$ cat src/rtl/hex_scroll_ctrl.sv
// ---------------------------------------------------------------------------
// hex_scroll_ctrl
//   Scrolls a DEPTH-entry character buffer across six 7-segment displays.
//   HEX5 shows buf[Pos] and HEX0 shows buf[(Pos+5) mod L], where L is Len
//   clamped to 1..DEPTH. The window advances one position on each Tick while
//   the controller is scrolling and Run is high.
//
//   Ports:
//     Clock            system clock, rising edge
//     Reset_n          asynchronous active-low reset (also restores buffer)
//     Tick             one-cycle advance strobe from the prescaler
//     Run              level: 1 = scroll, 0 = hold
//     Len   [AW:0]     active message length; 0 acts as 1, >DEPTH as DEPTH
//     Wr_en/Wr_addr/Wr_char   buffer write port, usable in any state
//     HEX5..HEX0 [6:0] active-low segments {g,f,e,d,c,b,a}, registered
//     Pos   [AW-1:0]   buffer index shown on HEX5
//     Wrap             one-cycle pulse after Pos wraps L-1 -> 0
//
//   Build option: define HEX_SCROLL_BLINK_EN to blank all digits on
//   alternate Ticks while paused.
// ---------------------------------------------------------------------------
module hex_scroll_ctrl #(
  parameter int DEPTH = 8,
  parameter int AW    = $clog2(DEPTH)
) (
  input  logic          Clock,
  input  logic          Reset_n,
  input  logic          Tick,
  input  logic          Run,
  input  logic [AW:0]   Len,
  input  logic          Wr_en,
  input  logic [AW-1:0] Wr_addr,
  input  logic [2:0]    Wr_char,
  output logic [6:0]    HEX5,
  output logic [6:0]    HEX4,
  output logic [6:0]    HEX3,
  output logic [6:0]    HEX2,
  output logic [6:0]    HEX1,
  output logic [6:0]    HEX0,
  output logic [AW-1:0] Pos,
  output logic          Wrap
);

  typedef enum logic [1:0] {
    IDLE   = 2'd0,
    SCROLL = 2'd1,
    PAUSE  = 2'd2
  } state_t;

  state_t        state_r;
  logic [AW-1:0] pos_r;
  logic          wrap_r;
  logic [2:0]    buf_r [DEPTH];
  logic [6:0]    hex_r [6];       // hex_r[0] drives HEX5

  logic [AW:0]   len_s;
  logic          last_s;
  logic          pos_oor_s;
  logic          advance_s;
  logic          blank_s;
  logic [AW-1:0] idx_s [6];

  // Character code to active-low segment pattern {g,f,e,d,c,b,a}.
  function automatic logic [6:0] seg_decode(input logic [2:0] code);
    case (code)
      3'd0:    seg_decode = 7'b0001001;  // H
      3'd1:    seg_decode = 7'b0000110;  // E
      3'd2:    seg_decode = 7'b1000111;  // L
      3'd3:    seg_decode = 7'b1000000;  // O
      3'd4:    seg_decode = 7'b0100001;  // d
      3'd5:    seg_decode = 7'b0001100;  // P
      3'd6:    seg_decode = 7'b0111111;  // -
      default: seg_decode = 7'b1111111;  // blank
    endcase
  endfunction

  // Reset contents of the buffer: "HELLO" then blanks.
  function automatic logic [2:0] preset_char(input logic [4:0] idx);
    case (idx)
      5'd0:    preset_char = 3'd0;
      5'd1:    preset_char = 3'd1;
      5'd2:    preset_char = 3'd2;
      5'd3:    preset_char = 3'd2;
      5'd4:    preset_char = 3'd3;
      default: preset_char = 3'd7;
    endcase
  endfunction

  // Clamp Len to 1..DEPTH and derive the advance/wrap conditions.
  always_comb begin
    if (Len == '0) begin
      len_s = (AW+1)'(1);
    end else if (Len > (AW+1)'(DEPTH)) begin
      len_s = (AW+1)'(DEPTH);
    end else begin
      len_s = Len;
    end
    last_s    = ({1'b0, pos_r} == (len_s - (AW+1)'(1)));
    pos_oor_s = ({1'b0, pos_r} >= len_s);
    advance_s = (state_r == SCROLL) && Run && Tick;
  end

  // Window addresses; the modulo lets short messages repeat across digits.
  always_comb begin
    for (int i = 0; i < 6; i++) begin
      idx_s[i] = AW'(({3'b000, pos_r} + (AW+3)'(i)) % (AW+3)'(len_s));
    end
  end

  // Control FSM with Pos and Wrap as registered outputs.
  always_ff @(posedge Clock or negedge Reset_n) begin
    if (!Reset_n) begin
      state_r <= IDLE;
      pos_r   <= '0;
      wrap_r  <= 1'b0;
    end else begin
      wrap_r <= 1'b0;
      // A shrunken Len snaps Pos home silently; this wins over any Tick.
      if (pos_oor_s) begin
        pos_r <= '0;
      end else if (advance_s) begin
        pos_r  <= last_s ? '0 : pos_r + AW'(1);
        wrap_r <= last_s;
      end else begin
        pos_r <= pos_r;
      end
      case (state_r)
        IDLE:    state_r <= Run ? SCROLL : IDLE;
        SCROLL:  state_r <= Run ? SCROLL : PAUSE;
        PAUSE:   state_r <= Run ? SCROLL : PAUSE;
        default: begin
          state_r <= IDLE;
          pos_r   <= '0;
        end
      endcase
    end
  end

`ifdef HEX_SCROLL_BLINK_EN
  logic blink_r;

  // Blink flag: toggles per Tick while staying paused, cleared otherwise.
  always_ff @(posedge Clock or negedge Reset_n) begin
    if (!Reset_n) begin
      blink_r <= 1'b0;
    end else if ((state_r == PAUSE) && !Run) begin
      blink_r <= Tick ? ~blink_r : blink_r;
    end else begin
      blink_r <= 1'b0;
    end
  end

  assign blank_s = blink_r;
`else
  assign blank_s = 1'b0;
`endif

  // Character buffer, restored to the preset message on reset.
  always_ff @(posedge Clock or negedge Reset_n) begin
    if (!Reset_n) begin
      for (int k = 0; k < DEPTH; k++) begin
        buf_r[k] <= preset_char(5'(k));
      end
    end else if (Wr_en) begin
      buf_r[Wr_addr] <= Wr_char;
    end
  end

  // Registered segment outputs, one cycle behind Pos and the buffer.
  always_ff @(posedge Clock or negedge Reset_n) begin
    if (!Reset_n) begin
      for (int i = 0; i < 6; i++) begin
        hex_r[i] <= 7'h7F;
      end
    end else begin
      for (int i = 0; i < 6; i++) begin
        hex_r[i] <= blank_s ? 7'h7F : seg_decode(buf_r[idx_s[i]]);
      end
    end
  end

  assign HEX5 = hex_r[0];
  assign HEX4 = hex_r[1];
  assign HEX3 = hex_r[2];
  assign HEX2 = hex_r[3];
  assign HEX1 = hex_r[4];
  assign HEX0 = hex_r[5];
  assign Pos  = pos_r;
  assign Wrap = wrap_r;

endmodule
$ cat config.mk
export PLATFORM = sky130hd
export DESIGN_NAME = hex_scroll_ctrl
export DESIGN_NICKNAME = d
export VERILOG_FILES = /design/src/rtl/hex_scroll_ctrl.sv
export SDC_FILE = /design/constraint.sdc
export NUM_CORES = 1
export LEC_CHECK = 0
export BUFFER_PORTS_ARGS = -buffer_cell sky130_fd_sc_hd__buf_2
export CAP_MARGIN = 30
export CORE_UTILIZATION = 55
export DETAILED_ROUTE_END_ITERATION = 16
export HOLD_SLACK_MARGIN = 0.15
export PLACE_DENSITY = 0.83
export SYNTH_ARGS = -nofsm -noshare
export SYNTH_HDL_FRONTEND = slang
export SYNTH_SLANG_ARGS = --single-unit
$ cat constraint.sdc
create_clock -name Clock -period 13.4 [get_ports Clock]
set_clock_uncertainty 0.15 [all_clocks]
set_input_delay 0.67 -clock Clock [delete_from_list [all_inputs] [get_ports Clock]]
set_output_delay 0.67 -clock Clock [all_outputs]
set_load 0.005 [all_outputs]
Word level (Yosys, flattened, before mapping)
Cells that the tools add are included.
{"block": "word_totals", "rom_bits": 0, "latch_bits": 0, "ramBits": 0, "mem_count": 0, "in_bits": 15, "reg_bits": 72, "out_inout_bits": 46}
{"block": "op_classes", "shift": 0, "bitwise": 7, "eq_ne": 40, "mul": 0, "order_cmp": 10, "n_mux": 38, "n_reduce_logical": 13, "add_sub_neg": 7, "div": 6}
{"op": "$pmux 7 s7", "n": 6}
{"op": "$bmux 3 s3", "n": 6}
{"op": "$eq 3x3->1 const B", "n": 18}
{"op": "$mux 3", "n": 17}
{"op": "$eq 3x2->1 const B", "n": 12}
{"op": "$mod 6x4->6", "n": 5}
{"op": "$ge 4x4->1 const B", "n": 7}
{"op": "$not 3->4", "n": 7}
{"op": "$bwmux 24", "n": 1}
{"op": "$eq 3x1->1 const B", "n": 6}
{"op": "$logic_not 3->1", "n": 6}
{"op": "$demux 3 s3", "n": 1}
{"op": "$add 3x2->4 const B", "n": 2}
{"op": "$add 3x3->4 const B", "n": 2}
{"op": "$mux 4", "n": 2}
{"op": "$mod 3x4->6", "n": 1}
{"op": "$add 3x1->4 const B", "n": 1}
{"op": "$eq 3x4->1", "n": 1}
{"op": "$ge 3x4->1", "n": 1}
{"op": "$gt 4x4->1 const B", "n": 1}
{"op": "$logic_not 4->1", "n": 1}
{"op": "$lt 4x1->1 const B", "n": 1}
{"op": "$pmux 2 s2", "n": 1}
{"op": "$sub 4x1->4 const B", "n": 1}
{"op": "other kinds (10)", "n": 14}

Depth between registers and ports, before layout
{"block": "logic_depth", "depth_word": 10, "mapped_depth": 47, "mapped_depth_nobuf": 43}

Least setup slack after synthesis
No wires, ideal clock.
{"block": "synth_path", "kind": "input-to-reg", "startpoint": "input Len[3]", "endpoint": "register hex_r, in the netlist HEX3[1]", "path_stages": 45, "t_required_ps": 13175, "setup_time_ps": 75, "slack_ps": 2559, "arrival_ps": 10615, "path_cell_list": "buf_2 buf_1 nor2_1 inv_1 ha_1 clkbuf_1 nand3_1 nor2_1 ha_1 o21a_1 or3_1 nor2_1 ha_1 o211a_1 a211oi_1 o21ai_0 o31ai_1 ha_1 [9 not listed] o2111ai_1 or3_1 buf_4 o21ai_0 inv_1 ha_1 nand2_1 nand2_1 a21o_1 a21oi_1 nor3b_2 clkbuf_1 nor3_1 a311oi_1 mux2i_1 mux2i_4 nor2b_4 xnor2_1"}
{"block": "synth_between", "elab_chain_len": 10, "word_cells_on_any_way": 17, "cone_classes": "div (1); order compare (1); eq/ne (6); mux (6); bitwise (1); reduce/logical (2)"}
{"item": "start: declaration", "line_no": "30", "rtl": "input logic [AW:0] Len,"}
{"item": "$gt 4x4->1", "line_no": "93", "rtl": "end else if (Len > (AW+1)'(DEPTH)) begin"}
{"item": "$mux 4", "line_no": "93"}
{"item": "$mux 4 *", "line_no": "91", "rtl": "if (Len == '0) begin"}
{"item": "$mod 6x4->6 *", "line_no": "106", "rtl": "idx_s[i] = AW'(({3'b000, pos_r} + (AW+3)'(i)) % (AW+3)'(len_s));"}
{"item": "$not 3->4 (not written as such) *", "line_no": "177", "rtl": "hex_r[i] <= blank_s ? 7'h7F : seg_decode(buf_r[idx_s[i]]);"}
{"item": "$bmux 3 s3 *", "line_no": "177"}
{"item": "$mux 3 (not written as such) * (2 in series)", "line_no": "177"}
{"item": "$eq 3x3->1 (tied with other cells)", "line_no": "65", "rtl": "case (code)"}
{"item": "$pmux 7 s7 *", "line_no": "65"}
{"item": "end signal: indexed assignment", "line_no": "177"}
{"item": "end: declaration", "line_no": "54", "rtl": "logic [6:0] hex_r [6];"}
Every way passes the cells marked *; elsewhere a longest branch is shown, timed or not. The select of a mux whose other input is x is not followed.
A chain may end at the register's enable or synchronous reset.

Worst setup path after layout
{"block": "layout_path", "startpoint": "input Len[3]", "endpoint": "register hex_r, in the netlist HEX3[3]"}
The elaborated chain is that of the path after synthesis.

==> impl_metrics.py <==
metrics = {
    "global_route": {
        "grt_usage": 0.2786,
        "grt-ovfl-total": 0,
        "antenna_found_initial": 0,
        "grt_max_degree": 73,
        "grt_pass1_wl_mm": 43.55,
        "grt_pass1_vias": 8947,
    },
    "floorplanning": {
        "die_y_microns": 138.1,
        "row_count": 49,
        "io_pins": 61,
        "die_w_microns": 138.1,
        "die-area_sq_um": 19080,
        "start_util": 0.5635,
        "core_area_sq_um": 18090,
    },
    "power": {
        "p_total_mw": 2.834,
        "leakagePower_nw": 5.011,
        "ir_worst_vdd_mv": 0.2021,
        "power_density_nw_per_um2": 258.2,
    },
    "cts": {
        "ctsResizeCount": 0,
        "cts-root-buf": "clkbuf_16",
        "ctsHoldBuffers": 0,
        "clkSinkCount": 72,
        "tritoncts": "built",
        "clk-insertion-delay-late_ns": 0.34,
        "clock_tree.buffer_depth": 2,
        "cts_made_buffers": 9,
        "post_cts_buffers": 0,
        "clk_pin_slew_worst_paths_ns": 0.06,
        "htree_levels": 3,
    },
    "drt": {
        "wl_per_cell_microns": 18.43,
        "vias_per_cell": 6.445,
        "totalWireLength_mm": 26.69,
        "drcViolationCount": 4,
        "ant_nets": 0,
        "via_count": 9333,
        "firstDrtPassIters": 11,
        "drt-initial-drc-count": 699,
    },
    "finish": {
        "antennaDiodeCount": 0,
        "area_growth_pct": 7.673,
        "nFillCells": 1500,
        "nNetsFinal": 1353,
        "fin_util": 0.6067,
        "drive_gt1_frac": 0.1903,
    },
    "synth": {
        "postSynthAreaPerCell_sq_um": 8.622,
        "yosysTopAreaCell": "dfstp_2",
        "synth_edf_count": 0,
        "ys_types": 81,
        "synth_top_cells_by_count": "ha_1 (116), mux2i_1 (102), nand2_1 (101), a21oi_1 (69), nor2_1 (62)",
        "synth_nets": 1321,
        "synth_warnings": 0,
        "synth_top_area_frac": 0.1444,
        "synth.most_common_cell": "ha_1",
        "netlist_area_sq_um": 10190,
        "postSynth.asyncResetShare": 1.000,
        "synth_seq_cells": 72,
        "syn_inst": 1182,
        "synth_area_leaders": "dfstp_2 (14%), ha_1 (14%), mux2i_1 (10%)",
        "ys.flop_type": "dfstp_2",
        "seq_area_frac_synth": 0.1837,
    },
    "setup_path": {
        "worstSetupEndpointType": "register",
        "slowest_delay_ns": 0.67,
        "slowest_stage": "mux2i_4",
        "cp_max_fo": 26,
        "worstSetupStartpointType": "input pin",
        "cpLargestDelayFamily": "compound AO/OA/AOI/OAI gates",
        "arrival_ns": 11.81,
        "crit_buf_inv": 4,
        "crit_top_cell": "ha_1",
        "cp.required_ns": 13.51,
        "worstSetupPathType": "in2reg",
    },
    "job": {
        "drv_cap": 0,
    },
    "sta": {
        "slew_headroom": 0.2792,
        "worst_slew_pin_slew_ns": 1.079,
        "fin_setup_tns_ns": 0,
        "rsz0062_at_grt": "false",
        "final-setup-viol-count": 0,
        "hold_violations": 0,
        "fmax_ghz": 0.08549,
        "period_minus_slack_ns": 11.70,
        "holdWs_ns": 0.3637,
        "fin_crit_sh": 0.8730,
        "maxSlewViolCount": 0,
    },
    "run_status": {
        "violations": "DRC",
        "outcome": "complete, but fails checks",
    },
    "worst_hold_path": {
        "hold_class": "in2reg",
    },
    "placed_design": {
        "hpwl_mm": 19.26,
        "place_congestion": 0.9247,
        "portBuffers": 60,
    },
}
registers in the layout, indices dropped and copies added, names as in the netlist:
register	cells
Wrap	1
HEX2	7
HEX3	7
HEX4	7
state_r	2
HEX0	7
HEX1	7
buf_r	24
Pos	3
HEX5	7
kinds of logic (layout without fill, tap and decap cells):
group | after synthesis | after routing | synth area share
other | 1 | 1 | 0.0003680
xor gates and xnor gates | 53 | 53 | 0.04555
muxes | 162 | 162 | 0.1752
and+or+nand+nor | 346 | 346 | 0.1761
adders and majority gates | 124 | 124 | 0.1581
buffers and inverters | 101 | 138 | 0.03880
DFF | 72 | 72 | 0.1837
AOI/OAI and AO/OA | 323 | 323 | 0.2222
path summary, 6_finish.rpt:
check | startpoint | endpoint | slack [ns] | depth (start not counted)
setup / recovery | Len[3] | HEX3[3]$_DFF_PN1_ | 1.70 | 42
hold / removal | Run | state_r[1]$_DFF_PN0_ | 0.36 | 2
setup reg to reg | Pos[1]$_DFFE_PN0P_ | HEX3[3]$_DFF_PN1_ | 2.07 | 41
hold reg to reg | state_r[1]$_DFF_PN0_ | state_r[0]$_DFF_PN0_ | 0.45 | 2
max in group asynchronous | Reset_n | buf_r[15]$_DFFE_PN0P_ | 12.18 | 2
min in group asynchronous | Reset_n | Pos[0]$_DFFE_PN0P_ | 0.38 | 2
layout by cell type, fill, tap and decap left out, drive strengths merged, types with 33 or more instances in the layout:
cell,n
mux2,49
ha,116
buf,74
mux2i,111
o21ai,59
nor2,63
inv,49
dfstp,56
nand2,101
a21oi,69
o21a,33
layout make-up:
class                   instances  area [sq um]  share of cell area
repair buffers                 74         402.9             0.03672
flip-flops and latches         72          1872              0.1706
inverters                      48         180.2             0.01642
clock buffers                   9         225.2             0.02052
multi-input cells            1009          7929              0.7226
clock inverters                 7         77.57            0.007070
well taps                     229         286.5             0.02611
metrics by stage:
step / area [sq um] / worst slack (ns) / std cells
floorplan: 10190 / 2.559 / 1182
global placement: 10660 / 1.977 / 1430
detailed placement: 10670 / 1.515 / 1432
CTS: 10970 / 1.881 / 1448
global route: 10970 / 0.7728 / 1448
finish: 10970 / 1.702 / 1448
power by group:
part | switching, mW | leakage, nW | internal (mW)
registers | 0.0827 | 0.788 | 0.382
logic | 1.20 | 4.08 | 0.925
clock network | 0.0994 | 0.147 | 0.146
layer usage:
| layer | share of wire | global-route usage | wire [microns] |
|---|---|---|---|
| met5 | 0 | 0 | 0 |
| met4 | 0.037 | 0.1189 | 991 |
| met3 | 0.071 | 0.04607 | 1892 |
| met1 | 0.42 | 0.3406 | 11220 |
| met2 | 0.47 | 0.4850 | 12590 |
No activity file was read; power rests on OpenSTA's default activity.
